**src/rtl/writeback_stage.sv**
```systemverilog
// writeback_stage: registered MEM/WB writeback with multdiv pending-result FIFO arbitration.
// Define WRITEBACK_FORWARD_EN to drive the fwd_* bypass copy of the write port.
module writeback_stage #(
    parameter int DATA_W   = 32,
    parameter int REG_W    = 5,
    parameter int MD_DEPTH = 4,
    parameter int CNT_W    = 32,
    parameter int EXC_REG  = 30,
    parameter int LINK_REG = 31
) (
    input  logic              clock,
    input  logic              reset,
    input  logic              in_valid,
    input  logic [DATA_W-1:0] in_insn,
    input  logic [DATA_W-1:0] in_alu_data,
    input  logic [DATA_W-1:0] in_dmem_data,
    input  logic              in_exception,
    input  logic              md_valid,
    output logic              md_ready,
    input  logic [REG_W-1:0]  md_rd,
    input  logic              md_is_div,
    input  logic [DATA_W-1:0] md_data,
    input  logic              md_exception,
    output logic              ctrl_writeEnable,
    output logic [REG_W-1:0]  ctrl_writeReg,
    output logic [DATA_W-1:0] data_writeReg,
    output logic              fwd_valid,
    output logic [REG_W-1:0]  fwd_reg,
    output logic [DATA_W-1:0] fwd_data,
    output logic [CNT_W-1:0]  retire_count
);
    localparam int AW = $clog2(MD_DEPTH);
    localparam int CW = AW + 1;
    localparam int EW = REG_W + DATA_W + 2;

    logic              valid_q, valid_d, exc_q, exc_d;
    logic [DATA_W-1:0] insn_q, insn_d, alu_q, alu_d, dmem_q, dmem_d;
    logic [AW-1:0]     wr_ptr_q, wr_ptr_d, rd_ptr_q, rd_ptr_d;
    logic [CW-1:0]     count_q, count_d;
    logic [CNT_W-1:0]  retire_q, retire_d;
    logic [EW-1:0]     mem_q [MD_DEPTH];
    logic [EW-1:0]     mem_d [MD_DEPTH];

    logic [4:0]        op, aluop;
    logic              is_r, is_addi, is_lw, is_jal, is_setx, pipe_wr, push, pop;
    logic [REG_W-1:0]  pipe_reg, h_rd, h_reg;
    logic [DATA_W-1:0] pipe_data, exc_code, h_data, h_val;
    logic              h_div, h_exc;
    logic              unused_ok;

    assign unused_ok = ^{insn_q[21:7], insn_q[1:0]};

    always_comb begin
        op        = insn_q[31:27];
        aluop     = insn_q[6:2];
        is_r      = op == 5'b00000;
        is_addi   = op == 5'b00101;
        is_lw     = op == 5'b01000;
        is_jal    = op == 5'b00011;
        is_setx   = op == 5'b10101;
        pipe_wr   = valid_q && (is_r || is_addi || is_lw || is_jal || is_setx || exc_q);
        pipe_reg  = (exc_q || is_setx) ? REG_W'(EXC_REG) : is_jal ? REG_W'(LINK_REG) : insn_q[26:22];
        exc_code  = (is_r && aluop == 5'd0) ? DATA_W'(1) : is_addi ? DATA_W'(2) :
                    (is_r && aluop == 5'd1) ? DATA_W'(3) : '0;
        pipe_data = exc_q ? exc_code : is_lw ? dmem_q : alu_q;
        {h_rd, h_div, h_data, h_exc} = mem_q[rd_ptr_q];
        h_reg     = h_exc ? REG_W'(EXC_REG) : h_rd;
        h_val     = h_exc ? (h_div ? DATA_W'(5) : DATA_W'(4)) : h_data;
        // A suppressed r0 pipe write still owns the port, so the head waits.
        pop       = !pipe_wr && count_q != '0;
        md_ready  = !reset && count_q != CW'(MD_DEPTH);
        push      = md_valid && md_ready;
        ctrl_writeEnable = pipe_wr ? (exc_q || pipe_reg != '0) : (pop && (h_exc || h_rd != '0));
        ctrl_writeReg    = pipe_wr ? pipe_reg : pop ? h_reg : '0;
        data_writeReg    = pipe_wr ? pipe_data : pop ? h_val : '0;
        valid_d   = in_valid;
        insn_d    = in_insn;
        alu_d     = in_alu_data;
        dmem_d    = in_dmem_data;
        exc_d     = in_exception;
        mem_d     = mem_q;
        if (push) mem_d[wr_ptr_q] = {md_rd, md_is_div, md_data, md_exception};
        wr_ptr_d  = push ? wr_ptr_q + AW'(1) : wr_ptr_q;
        rd_ptr_d  = pop ? rd_ptr_q + AW'(1) : rd_ptr_q;
        count_d   = count_q + CW'(push) - CW'(pop);
        retire_d  = retire_q + CNT_W'(in_valid);
    end

`ifdef WRITEBACK_FORWARD_EN
    assign fwd_valid = ctrl_writeEnable;
    assign fwd_reg   = ctrl_writeReg;
    assign fwd_data  = data_writeReg;
`else
    assign fwd_valid = 1'b0;
    assign fwd_reg   = '0;
    assign fwd_data  = '0;
`endif

    assign retire_count = retire_q;

    always_ff @(posedge clock) begin
        if (reset) begin
            valid_q  <= 1'b0;
            exc_q    <= 1'b0;
            insn_q   <= '0;
            alu_q    <= '0;
            dmem_q   <= '0;
            wr_ptr_q <= '0;
            rd_ptr_q <= '0;
            count_q  <= '0;
            retire_q <= '0;
        end else begin
            valid_q  <= valid_d;
            exc_q    <= exc_d;
            insn_q   <= insn_d;
            alu_q    <= alu_d;
            dmem_q   <= dmem_d;
            wr_ptr_q <= wr_ptr_d;
            rd_ptr_q <= rd_ptr_d;
            count_q  <= count_d;
            retire_q <= retire_d;
        end
        mem_q <= mem_d;
    end
endmodule
```
**config.mk**
```make
export PLATFORM = sky130hd
export DESIGN_NAME = writeback_stage
export DESIGN_NICKNAME = d
export VERILOG_FILES = /design/src/rtl/writeback_stage.sv
export SDC_FILE = /design/constraint.sdc
export NUM_CORES = 1
export LEC_CHECK = 0
export BUFFER_PORTS_ARGS = -buffer_cell sky130_fd_sc_hd__buf_2
export CORE_UTILIZATION = 55
export CTS_CLUSTER_DIAMETER = 50
export DETAILED_ROUTE_END_ITERATION = 8
export GPL_TIMING_DRIVEN = 1
export PLACE_DENSITY = 0.81
export SLEW_MARGIN = 20
export SYNTH_ARGS = -nofsm -noshare
export SYNTH_HDL_FRONTEND = slang
export SYNTH_SLANG_ARGS = --single-unit
```
**constraint.sdc**
```tcl
create_clock -name clock -period 5.4 [get_ports clock]
set_input_delay 1.08 -clock clock [delete_from_list [all_inputs] [get_ports clock]]
set_output_delay 1.08 -clock clock [all_outputs]
set_load 0.02 [all_outputs]
```
Word level (Yosys, flattened, before mapping)
Cells that the tools add are included.
W data, S select, Z words.
{"block": "op_classes", "n_eq_ne": 6, "magnitude_cmp": 3, "n_reduce_logical": 23, "bitwise_logic": 2, "div_mod_pow": 0, "multipliers": 0, "mux": 21, "shift": 0, "addsub": 5}
{"op": "$mux W32", "count": 5}
{"op": "$bwmux W156", "count": 1}
{"op": "$mux W39", "count": 3}
{"op": "$bmux W39 S2", "count": 1}
{"op": "$demux W39 S2", "count": 1}
{"op": "$add A32 B1 Y32", "count": 1}
{"op": "$mux W5", "count": 5}
{"op": "$logic_not A5 Y1", "count": 2}
{"op": "$reduce_bool A5 Y1", "count": 2}
{"op": "$logic_and A1 B1 Y1", "count": 8}
{"op": "$logic_or A1 B1 Y1", "count": 8}
{"op": "$ge A3 B3 Y1 const B", "count": 2}
{"op": "$mux W2", "count": 3}
{"op": "$not A2 Y3", "count": 2}
{"op": "$eq A5 B1 Y1 const B", "count": 1}
{"op": "$eq A5 B2 Y1 const B", "count": 1}
{"op": "$eq A5 B3 Y1 const B", "count": 1}
{"op": "$eq A5 B4 Y1 const B", "count": 1}
{"op": "$eq A5 B5 Y1 const B", "count": 1}
{"op": "$add A2 B1 Y2 const B", "count": 2}
{"op": "$add A3 B1 Y3", "count": 1}
{"op": "$lt A3 B1 Y1 const B", "count": 1}
{"op": "$ne A3 B3 Y1 const B", "count": 1}
{"op": "$reduce_bool A3 Y1", "count": 1}
{"op": "3 further kinds", "count": 5}
{"block": "word_totals", "ramBits": 0, "latch_bits": 0, "ff_bits": 293, "rom_bits": 0, "memories": 0, "word_cells": 73}

Depth between registers and ports, before layout
{"block": "depth", "ltp_word": 11, "ltp_mapped": 12, "depth_no_buf": 12}

Least setup slack after synthesis
OpenSTA, ideal clock, no wires.
{"block": "synth_timing", "path_kind": "input -> register", "start": "input port reset", "end": "register count_q[2]", "stages": 10, "setup_time_ns": 0.128, "setup_slack_ns": 2.228, "path_buffers": 0, "t_arrival_ns": 3.044, "required_ns": 5.272, "path_cell_list": "a21oi_1 -> and2_1 -> inv_1 -> ha_1 -> inv_1 -> ha_1 -> fa_1 -> xnor2_1 -> xnor2_1 -> nor2_1"}
{"block": "synth_via", "elab_chain_len": 5}
{"element": "start, declared", "line_no": "12", "text": "input logic reset,"}
{"element": "$logic_not A1 Y1", "line_no": "71", "text": "md_ready = !reset && count_q != CW'(MD_DEPTH);"}
{"element": "$logic_and A1 B1 Y1", "line_no": "71"}
{"element": "$logic_and A1 B1 Y1", "line_no": "72", "text": "push = md_valid && md_ready;"}
{"element": "$add A3 B1 Y3", "line_no": "85", "text": "count_d = count_q + CW'(push) - CW'(pop);"}
{"element": "$sub A3 B1 Y3", "line_no": "85"}
{"element": "end signal, assigned", "line_no": "120", "text": "count_q <= count_d;"}
{"element": "end, declared", "line_no": "39", "text": "logic [CW-1:0] count_q, count_d;"}
Parallel ways exist; a longest one is shown, timed or not.
A chain may end at the register's enable or synchronous reset.

Final worst setup path
{"block": "layout_timing", "start": "register insn_q[28]", "end": "output port data_writeReg[1]"}
{"block": "layout_via", "elab_chain_len": 11}
{"element": "start, declared", "line_no": "37", "text": "logic [DATA_W-1:0] insn_q, insn_d, alu_q, alu_d, dmem_q, dmem_d;"}
{"element": "start signal, assigned", "line_no": "115", "text": "insn_q <= insn_d;"}
{"element": "$eq A5 B3 Y1 / $logic_not A5 Y1 (equally long branches)", "line_no": "57, 56"}
{"element": "$logic_or A1 B1 Y1 (5 in series)", "line_no": "61", "text": "pipe_wr = valid_q && (is_r || is_addi || is_lw || is_jal || is_setx || exc_q);"}
{"element": "$logic_and A1 B1 Y1", "line_no": "61"}
{"element": "$logic_not A1 Y1", "line_no": "70", "text": "pop = !pipe_wr && count_q != '0;"}
{"element": "$logic_and A1 B1 Y1", "line_no": "70"}
{"element": "$mux W32", "line_no": "75", "text": "data_writeReg = pipe_wr ? pipe_data : pop ? h_val : '0;"}
{"element": "$mux W32 (*)", "line_no": "75"}
{"element": "end, declared", "line_no": "26", "text": "output logic [DATA_W-1:0] data_writeReg,"}
Mark *: on every way between the ends. The rest lies on a longest branch, timed or not.

==> metrics.txt <==
grt ovf=0; library cells used by synthesis=49; Clock Skews=0.0173 ns; CP startpoint kind=flip-flop; Final Cycle Share=0.734; Worst R2R Path Depth=13; Port Buffers=193; Layout area overhead=19.4%; largest net degree at the start of global routing=88; sequential area share after synthesis=0.653; Register Area=0.00709 sq mm; Initial Util=0.560; Yosys reg bits=about 280; H-tree depth=1; DRT Wirelength=21800 microns; WS Path Type=flip-flop to primary output; GRT Total Usage=0.214; setup violators final=0; Multi-input gate area=0.00341 sq mm; fmax=roughly 250 MHz; total core area=0.0194 sq mm; initial antenna violation count=5; cells after synthesis=747; Max Cap Viol=0; Worst VDD drop=just under 0.0003 V; RSZ-0062 raised after global routing=false; Sum Neg Setup Slack=0 ns; Nets=1091; async set or reset register ratio after synthesis=0; clk buf depth=3; hold buffer count at CTS=0; post-placement worst setup slack=about 2 ns; hold path depth=2; Hold Path Class=flip-flop to flip-flop; Syn Area/Cell=14.5 sq um; worst rel slew slack=0.258; Die W=~140 microns; die footprint=0.0203 sq mm; Clock transition at path regs=0.06 ns; Req. time, crit path=4.32 ns; status=complete, no violations; clk sinks=276; drt first pass iters=5; Main synth FF type=edfxtp_1; Final ANT Viol Nets=0; gpl congestion=0.771; post-CTS sizing=0; EDFF count, synth=156; via count=6481; IO Pins=between 200 and 250; clk_lat worst skew=between 0.5 and 0.6 ns; DR WL/cell=about 18 microns; Die Ht=143 microns; CTS root buf=clkbuf_16; min Tclk post-route=just under 4 ns; PD cells=about 440 mW/mm^2; crit path DAT=~2.9 ns; first-pass GRT wire length=33200 microns; setup bufs post-CTS=0; share of cells above drive strength 1=0.312; row cnt=51; DRT iter0 DRCs=391; synth warn=0; DP HPWL=13600 microns; CTS tree=built; measured slew at the worst slew-check pin=1.11 ns; CTS Buf Count=30; synthesized cell area=0.0109 sq mm; vias in the first global route=6362; Fin. Hold Viols=0; Final WS setup=1.44 ns; crit end category=primary output; Lkg Pwr=around 5.2 nW; Crit Path Max Fanout=23; vias per cell=5.25; DRC=0; Filler cells=approximately 1400; Slew Viols, Final=0
[registers in the layout, summed over array words and instances, names as in the netlist]
register      cells
dmem_q           32
alu_q            32
exc_q             1
mem_q           156
valid_q           1
wr_ptr_q          2
insn_q           15
count_q           3
rd_ptr_q          2
retire_count     32
[cells in the final DEF, fill, tap and decap left out, types with 29 or more instances in the layout]
cell       instances
mux2i_1           32
nor2_1            45
conb_1            38
buf_2            192
clkbuf_16         32
nor2b_1           87
edfxtp_1         156
o2bb2ai_1         29
mux4_2            39
dfxtp_1          118
[worst paths after layout]
kind                                from  slack (ns)                          end
min          retire_count[31]$_SDFF_PP0_        0.51  retire_count[31]$_SDFF_PP0_
max reg2reg        insn_q[28]$_SDFF_PP0_        2.58        count_q[2]$_SDFF_PP0_
max                insn_q[28]$_SDFF_PP0_        1.44             data_writeReg[1]
min reg2reg  retire_count[31]$_SDFF_PP0_        0.51  retire_count[31]$_SDFF_PP0_
[routing by layer]
metal / up-vias / track usage / part of all wire
met5: - / 0 / 0.00096
met4: 4 / 0.0656 / 0.021
met3: 42 / 0.0451 / 0.068
met2: 215 / 0.376 / 0.50
met1: 3176 / 0.265 / 0.41
li1: 3044 / - / -
[cell type report]
| type | count | share of cell area |
|---|---|---|
| tap | 265 | 0.0256 |
| multi-input combinational | 423 | 0.263 |
| clock buffer | 40 | 0.0671 |
| sequential | 276 | 0.547 |
| inverter | 10 | 0.00289 |
| clock inverter | 16 | 0.0139 |
| antenna | 3 | 0.000579 |
| timing repair buffer | 201 | 0.0803 |
[power breakdown]
group	internal, mW	total, mW	switching (mW)
registers	2.34	2.38	0.0411
clock network	1.28	2.10	0.817
logic	0.533	1.25	0.714
total	4.15	5.73	1.57
[cells by family (layout without fill, tap and decap cells)]
family / after synthesis / count (layout) / share of synthesized area
AO/OA/AOI/OAI: 54 / 54 / 0.0378
multiplexers: 73 / 73 / 0.112
XOR/XNOR: 31 / 31 / 0.0250
buffers and inverters: 85 / 267 / 0.0470
adder cells (fa/ha/maj): 9 / 9 / 0.0111
other: 1 / 41 / 0.000345
flip-flops: 276 / 276 / 0.653
AND/OR/NAND/NOR: 218 / 218 / 0.114
[cell usage after synthesis, types with 4 or more instances]
cell	instances	area share
o21ai_0	5	0.0023
and2_1	7	0.0040
nor4_1	6	0.0035
and4_1	7	0.0056
and3_1	10	0.0058
nor2b_1	87	0.050
nor2_1	45	0.016
o2bb2ai_1	29	0.023
buf_6	4	0.0041
nor3_1	6	0.0028
clkbuf_1	21	0.0073
inv_1	10	0.0035
xnor2_1	15	0.012
buf_2	9	0.0041
xor2_1	16	0.013
mux2i_1	32	0.029
mux4_2	39	0.081
nand4_1	11	0.0063
dfxtp_1	120	0.22
edfxtp_1	156	0.43
nand2_1	15	0.0052
ha_1	8	0.0092
o22ai_1	7	0.0040
buf_4	40	0.028
nand3_1	10	0.0046
[worst max-delay path, cell delays in order, from the launching register on]
cell	delay (ns)
dfxtp_1	0.45
nand4bb_1	0.21
nand2b_1	0.07
o21ai_1	0.11
buf_4	0.21
and3_1	0.46
buf_4	0.40
a2bb2o_1	0.25
buf_2	0.18
[metrics by stage]
stage	area, sq um	util	hold WS, ns	instances	power, mW
floorplan	11000	-	0.506	784	3.37
global placement	11900	0.613	0.495	1174	3.66
detailed placement	11900	0.613	0.498	1174	3.68
CTS	12900	0.667	0.511	1230	5.78
global route	13000	0.669	0.565	1234	5.95
finish	13000	0.669	0.506	1234	5.73
Note: power is estimated with default switching activity, not from simulation.
